<file path="src/rtl/and_arb_pkg.sv">
// ---------------------------------------------------------------------------
// and_arb_pkg
// Shared types and helpers for the round-robin AND-register arbiter.
//   state_t  : output register occupancy (EMPTY / FULL)
//   STAT_W   : width of each per-requester grant counter
//   MAX_REQ  : largest supported requester count
//   pick_t   : result of a round-robin scan (found flag + winner index)
//   rr_pick  : round-robin scan starting at ptr over the first n valid bits
// ---------------------------------------------------------------------------
package and_arb_pkg;

    typedef enum logic {
        EMPTY = 1'b0,
        FULL  = 1'b1
    } state_t;

    localparam int STAT_W  = 16;
    localparam int MAX_REQ = 8;

    typedef struct packed {
        logic       found;
        logic [2:0] idx;
    } pick_t;

    // Scans ptr, ptr+1, ... (mod n) and returns the first set valid bit.
    // The loop runs to the fixed MAX_REQ bound so it unrolls to a constant
    // structure; offsets at or beyond n are ignored.
    function automatic pick_t rr_pick(input logic [MAX_REQ-1:0] valid,
                                      input logic [2:0]         ptr,
                                      input int                 n);
        pick_t      r;
        int         j;
        logic [2:0] jj;
        r.found = 1'b0;
        r.idx   = '0;
        for (int k = 0; k < MAX_REQ; k++) begin
            if (k < n) begin
                j = int'(ptr) + k;
                if (j >= n) j = j - n;
                jj = 3'(j);
                if (!r.found && valid[jj]) begin
                    r.found = 1'b1;
                    r.idx   = jj;
                end
            end
        end
        return r;
    endfunction

endpackage

</file>
<file path="src/rtl/and_reg_stage.sv">
// ---------------------------------------------------------------------------
// and_reg_stage
// Registered bitwise AND with load enable.
//   clk : rising-edge clock
//   rst : asynchronous active-low reset, clears q
//   a,b : operands
//   en  : load a & b into q at the next rising edge
//   q   : registered result, holds when en is low
// ---------------------------------------------------------------------------
module and_reg_stage #(
    parameter int WIDTH = 8
) (
    input  logic             clk,
    input  logic             rst,
    input  logic [WIDTH-1:0] a,
    input  logic [WIDTH-1:0] b,
    input  logic             en,
    output logic [WIDTH-1:0] q
);

    // NOTE: sequential state is written with non-blocking assignments so every
    // flop samples pre-edge values regardless of block evaluation order.
    always_ff @(posedge clk or negedge rst) begin
        if (!rst) begin
            q <= '0;
        end else if (en) begin
            q <= a & b;
        end
    end

endmodule

</file>
<file path="src/rtl/and_reg_arbiter.sv">
// ---------------------------------------------------------------------------
// and_reg_arbiter
// Round-robin arbiter sharing one registered AND stage between N_REQ
// requesters. One operand pair is granted per cycle; the result is held in a
// single-entry output register tagged with the requester index.
//   clk        : rising-edge clock
//   rst        : asynchronous active-low reset
//   req_valid  : per-requester operand valid
//   req_a/b    : operands, requester i at [i*WIDTH +: WIDTH]
//   req_ready  : per-requester accept, one-hot or zero
//   rsp_valid  : output register holds a result
//   rsp_data   : registered a & b
//   rsp_id     : requester index that produced rsp_data
//   rsp_ready  : downstream accepts the result
// Optional (macro AND_ARB_STATS_EN):
//   grant_cnt  : per-requester saturating 16-bit transfer counters
//   stats_clr  : synchronous clear of all counters (wins over a transfer)
// ---------------------------------------------------------------------------
module and_reg_arbiter
    import and_arb_pkg::*;
#(
    parameter  int N_REQ = 4,
    parameter  int WIDTH = 8,
    localparam int ID_W  = $clog2(N_REQ)
) (
    input  logic                    clk,
    input  logic                    rst,
    input  logic [N_REQ-1:0]        req_valid,
    input  logic [N_REQ*WIDTH-1:0]  req_a,
    input  logic [N_REQ*WIDTH-1:0]  req_b,
    output logic [N_REQ-1:0]        req_ready,
    output logic                    rsp_valid,
    output logic [WIDTH-1:0]        rsp_data,
    output logic [ID_W-1:0]         rsp_id,
`ifdef AND_ARB_STATS_EN
    output logic [N_REQ*STAT_W-1:0] grant_cnt,
    input  logic                    stats_clr,
`endif
    input  logic                    rsp_ready
);

    state_t           state;
    logic [ID_W-1:0]  rr_ptr;
    logic [ID_W-1:0]  winner;
    pick_t            pick;
    logic             can_accept;
    logic             xfer;
    logic [WIDTH-1:0] a_sel;
    logic [WIDTH-1:0] b_sel;

    // NOTE: every output of this block gets a default before any condition,
    // so no path leaves a value unassigned and no latch is inferred.
    always_comb begin
        pick       = rr_pick(MAX_REQ'(req_valid), 3'(rr_ptr), N_REQ);
        winner     = ID_W'(pick.idx);
        // A full register can still take a new result if it drains this cycle.
        can_accept = (state == EMPTY) || rsp_ready;
        xfer       = pick.found && can_accept && rst;
        req_ready  = '0;
        if (xfer) req_ready[winner] = 1'b1;
        a_sel      = req_a[winner*WIDTH +: WIDTH];
        b_sel      = req_b[winner*WIDTH +: WIDTH];
    end

    always_ff @(posedge clk or negedge rst) begin
        if (!rst) begin
            state     <= EMPTY;
            rsp_valid <= 1'b0;
            rsp_id    <= '0;
            rr_ptr    <= '0;
        end else if (xfer) begin
            // Covers both the EMPTY fill and the FULL back-to-back replace.
            state     <= FULL;
            rsp_valid <= 1'b1;
            rsp_id    <= winner;
            rr_ptr    <= (winner == ID_W'(N_REQ - 1)) ? '0 : winner + 1'b1;
        end else if (state == FULL && rsp_ready) begin
            state     <= EMPTY;
            rsp_valid <= 1'b0;
        end
    end

    and_reg_stage #(
        .WIDTH (WIDTH)
    ) u_stage (
        .clk (clk),
        .rst (rst),
        .a   (a_sel),
        .b   (b_sel),
        .en  (xfer),
        .q   (rsp_data)
    );

`ifdef AND_ARB_STATS_EN
    logic [STAT_W-1:0] cnt [N_REQ];

    // NOTE: the counter array is small and architecturally visible, so it is
    // reset like ordinary flops rather than left uninitialised like a RAM.
    always_ff @(posedge clk or negedge rst) begin
        if (!rst) begin
            for (int i = 0; i < N_REQ; i++) cnt[i] <= '0;
        end else begin
            for (int i = 0; i < N_REQ; i++) begin
                if (stats_clr) begin
                    cnt[i] <= '0;
                end else if (xfer && int'(winner) == i && cnt[i] != '1) begin
                    cnt[i] <= cnt[i] + 1'b1;
                end
            end
        end
    end

    for (genvar g = 0; g < N_REQ; g++) begin : g_cnt
        assign grant_cnt[g*STAT_W +: STAT_W] = cnt[g];
    end
`endif

endmodule

</file>
<file path="config.mk">
export PLATFORM = sky130hd
export DESIGN_NAME = and_reg_arbiter
export DESIGN_NICKNAME = d
export VERILOG_FILES = /design/src/rtl/and_arb_pkg.sv /design/src/rtl/and_reg_stage.sv /design/src/rtl/and_reg_arbiter.sv
export SDC_FILE = /design/constraint.sdc
export NUM_CORES = 1
export LEC_CHECK = 0
export BUFFER_PORTS_ARGS = -buffer_cell sky130_fd_sc_hd__buf_2
export CAP_MARGIN = 20
export CORE_MARGIN = 10
export CORE_UTILIZATION = 39
export DETAILED_ROUTE_END_ITERATION = 16
export GPL_ROUTABILITY_DRIVEN = 0
export PLACE_DENSITY = 0.85
export SLEW_MARGIN = 20
export SYNTH_ARGS = -nofsm -noshare
export SYNTH_HDL_FRONTEND = slang
export SYNTH_SLANG_ARGS = --single-unit
</file>
<file path="constraint.sdc">
create_clock -name clk -period 6 [get_ports clk]
set_input_delay 0.9 -clock clk [delete_from_list [all_inputs] [get_ports clk]]
set_output_delay 0.9 -clock clk [all_outputs]
set_load 0.02 [all_outputs]
</file>
Word level (Yosys, flattened, before mapping)
Cells that the tools add are included.
Widths: inputs -> output; s select.
Cells by class
  add/subtract/negate cells: 8
  order comparisons: 10
  eq/ne operators: 1
  shifts and indexed selects: 2
  multiplexer cells: 22
  bitwise logic cells: 2
  reductions and logical operators: 12
Operators with widths (count)
  $shiftx 32x6->8: 2
  $mux 4: 5
  $lt 3x4->1 const B: 4
  $bmux 1 s3: 4
  $mux 3: 4
  $ge 3x3->1 const B: 3
  $sub 3x3->3 const B: 3
  $and 8x8->8: 1
  $logic_and 1x1->1: 7
  $mux 1: 7
  $add 2x2->3 const B: 2
  $add 2x1->3 const B: 1
  $ge 2x3->1 const B: 1
  $logic_not 1->1: 3
  $lt 2x3->1 const B: 1
  $sub 2x3->3 const B: 1
  $add 2x1->2 const B: 1
  $demux 1 s2: 1
  $eq 2x2->1 const B: 1
  $ge 2x1->1 const B: 1
  $mux 2: 1
  $reduce_bool 2->1: 1
  $logic_or 1x1->1: 1
  $not 1->1: 1
Storage, ports and cells
  flip-flop bits (word level): 13
  input bits: 71
  word-level logic and storage cells: 61

Logic depth before layout (Yosys ltp)
  depth in word-level cells: 19
  depth in mapped cells: 7

Cells and area by module
From an unflattened synthesis, not the netlist that was laid out.
Unflattened totals
  cell total of the unflattened synthesis: 149
  area, all modules: 1486.4 sq um
Modules (own cells, without submodules)
  and_reg_arbiter: times used 1, cells each 116, area an instance 1147.4 sq um, sequential area each 125.1 sq um
  and_reg_stage: times used 1, cells each 33, area an instance 339.1 sq um, sequential area each 200.2 sq um

Least setup slack after synthesis
Ideal clock, no wire load.
  path kind: input port to output port
  start point: in req_valid[1]
  end point: out req_ready[3]
  data arrival time: 2.059 ns
  setup slack: 3.041 ns
  stages: 6
  path buffers: 1
  cells stage by stage: mux2_4 -> o221ai_2 -> inv_2 -> buf_6 -> ha_1 -> and2_1
Between the ends
  word-level cells in the longest chain between the ends: 17
RTL lines
  start: declaration: line and_reg_arbiter.sv:28  | input logic [N_REQ-1:0] req_valid,
  $bmux 1 s3: line and_arb_pkg.sv:41  | if (!r.found && valid[jj]) begin
  $mux 1 (not written as such): line and_arb_pkg.sv:41
  $mux 4: line and_arb_pkg.sv:41
  $logic_not 1->1: line and_arb_pkg.sv:41
  $logic_and 1x1->1: line and_arb_pkg.sv:41
  $mux 4: line and_arb_pkg.sv:41
  $logic_not 1->1: line and_arb_pkg.sv:41
  $logic_and 1x1->1: line and_arb_pkg.sv:41
  $mux 4: line and_arb_pkg.sv:41
  $logic_not 1->1: line and_arb_pkg.sv:41
  $logic_and 1x1->1: line and_arb_pkg.sv:41
  $mux 4 *: line and_arb_pkg.sv:41
  $lt 2x3->1 (not written as such) or $ge 2x1->1 (tied branches): line and_reg_arbiter.sv:60  | if (xfer) req_ready[winner] = 1'b1;
  $logic_and 1x1->1 (not written as such): line and_reg_arbiter.sv:60
  $mux 1 (not written as such): line and_reg_arbiter.sv:60
  $demux 1 s2: line and_reg_arbiter.sv:60
  $mux 4 *: line and_reg_arbiter.sv:60
  end: declaration: line and_reg_arbiter.sv:31  | output logic [N_REQ-1:0] req_ready,
Every way passes the cells marked *; elsewhere a longest branch is shown, timed or not. The select of a mux whose other input is x is not followed.

Worst setup path in the final report
Same ends and word-level chain as after synthesis.

==> flow_summary.toml <==
[cells_and_area]
antennaDiodeCount = 0
areaGrowthSynthToFinish_pct = 49.79
nets = 259
nFillCells = 213
drive_gt1_frac = 0.5054
final_common_cell = "buf_2"
final_cell_mix = "buf_2, a311oi_1, and3_1"

[job]
max-cap-violations = 0

[setup_path]
ff2ff_path_depth = 5
start_kind = "input port"
regToRegStartpoint = "rr_ptr[1]$_DFFE_PN0P_"
cp-end-kind = "output pin"
arrival_ps = 2670
critical_path_required_ps = 5100
crit_type = "in -> out"
worst-path-max-fanout = 17
reg2reg_to = "rr_ptr[1]$_DFFE_PN0P_"
r2r_slack_ps = 3670

[power_and_ir_drop]
max-vdd-ir-drop_mv = 0.1617
power.switching_w = 0.0001894
swShare = 0.4474
seqPwrFrac = 0.339
pwr-share-clk = 0.128
powerDensity_nw_per_um2 = 311.6
p_leak_nw = 0.7419
internal_power_w = 0.0002340
pwr-share-comb = 0.533

[sta]
period_share = 0.5943
timing.final.ws_setup_ps = 2434
finalClockSkew_ps = 0.6263
finalSetupViolCount = 0
fmax_mhz = 280.5
worst_pin_slew_ps = 694.2
fin_tns_setup_ps = 0
rsz0062_at_grt = "false"
slew_headroom = 0.5341
slew_violations = 0
period_minus_slack_ps = 3566
finalHoldViolCount = 0

[placed_design]
io_buffers = 85
pre_cts_ws_ps = 2341
dp_hpwl_um = 3344

[cts]
post_cts_resized = 0
clkLatencyLatePin_ps = 270
clk_pin_slew_ps = 80
cts_hold_buf = 0
cts-buffers-inserted = 3
numClockSinks = 13
cts_root_buf = "clkbuf_4"
postCtsSetupBuffers = 0
htree_levels = 1
cts_tree = "yes"
clockBufferDepth = 2

[global_route]
grt_pass1_wl_um = 5934
grt_pass1_vias = 1347
antenna_found_initial = 0
track_usage = 0.1683
grt_max_degree = 18
grt.overflow.total = 0

[floorplanning]
dieArea_um2 = 4655
die_h_um = 68.23
ios = 86
rows = 17
core_um2 = 2212
die_x_um = 68.23
start_util = 0.4101

[synthesis]
synth_warnings = 0
synth.area.top_cells = "dfrtp_1, a311oi_1, and3_1"
synth_nets = 174
synth-seq-area-share = 0.3586
synth_seq_cells = 13
ys_types = 27
synth.largest_area_cell = "dfrtp_1"
synthCells = 102
synth_top_cell_area_share = 0.3586
syn_area_per_cell_um2 = 8.893
netlist_area_um2 = 907.1

[route]
detail-route-antenna-nets = 0
wl_met2_um = 1973
drcViolationCount = 0
drt-wirelength-per-cell_um = 18.04
vias_per_cell = 5.421
drtPass1Iterations = 4
route.top_layer_used = "met4"
via_count = 1160
wl_um = 3861
drt_iter0_markers = 34
wl_met3_um = 483
drt-met1-wl_um = 1351

[run_status]
status = "finished, final reports clean"

[worst_hold_path]
hp-class = "in -> async"
[final cells by class]
| cell class | instances | area [um^2] | area share |
|---|---|---|---|
| Tap cell | 28 | 35.03 | 0.02578 |
| Clock buffer | 4 | 26.28 | 0.01934 |
| Multi-Input combinational cell | 78 | 524.3 | 0.3858 |
| Sequential cell | 13 | 325.3 | 0.2394 |
| Timing Repair Buffer | 85 | 425.4 | 0.3131 |
| Inverter | 6 | 22.52 | 0.01657 |
[how the worst max path moves through the flow]
stage,startpoint,depth (start not counted),endpoint,slack (ps)
floorplan,req_valid[1],6,req_ready[3],3040
global placement,rst,6,req_ready[1],2470
detailed placement,rst,6,req_ready[1],2340
CTS,rst,6,req_ready[1],2340
global route,req_valid[1],7,req_ready[3],2340
finish,req_valid[1],7,req_ready[3],2430
[worst max-delay path: stages]
cell and delay [ps]:
buf_2 120, mux2_4 280, o221ai_2 520, inv_2 290, ha_1 270, and2_1 130
buf_2 150
[per-stage QoR]
step	power (W)	hold slack [ps]	std cells	util	cell area, um^2
after floorplan	0.0002889	533.9	102	-	907.1
after global placement	0.0003585	489.7	210	0.6012	1330
after detailed placement	0.0003702	486.0	210	0.6012	1330
after CTS	0.0004255	507.4	214	0.6131	1356
after global routing	0.0004573	501.2	214	0.6143	1359
final	0.0004234	506.7	214	0.6143	1359
[routing by layer]
metal  vias to the layer above  global-route usage
met1                       537              0.1528
met4                         0             0.07789
met3                         4             0.09951
met2                        60              0.2953
met5                         -                   0
li1                        559                   -
[flip-flops by register name, summed over array words and instances, names as in the netlist]
signal and flops:
rr_ptr 2, rsp_id 2, u_stage.q 8, state 1
[cell usage after synthesis]
cell / n
or3b_1: 2
nand2_1: 3
buf_6: 1
nor3_1: 8
inv_2: 1
o21bai_1: 1
inv_1: 5
o221ai_2: 1
nand2b_1: 2
a21boi_0: 2
o21ai_0: 1
nor2_1: 12
mux2_4: 1
buf_4: 3
o21ai_1: 1
o41ai_1: 1
nor2b_1: 3
ha_1: 1
mux2_2: 1
and2_1: 2
a21oi_1: 1
clkbuf_1: 1
and3_1: 16
or2_2: 1
dfrtp_1: 13
o221ai_1: 1
a311oi_1: 17
[power groups by stage]
stage	registers [W]	logic, W	clock network, W
2_1_floorplan	0.000177	0.000112	0
3_3_place_gp	0.000141	0.000217	0
3_5_place_dp	0.000145	0.000225	0
4_1_cts	0.000143	0.000226	0.0000563
5_1_grt	0.000148	0.000246	0.0000633
6_report	0.000143	0.000226	0.0000544
[logic make-up after synthesis]
group | Yosys count | synth area share
and+or+nand+nor | 49 | 0.2910
AOI/OAI and AO/OA | 26 | 0.2414
DFF | 13 | 0.3586
buffers and inverters | 11 | 0.06620
muxes | 2 | 0.02896
adders and majority gates | 1 | 0.01379
(Power assumes the default switching activity.)
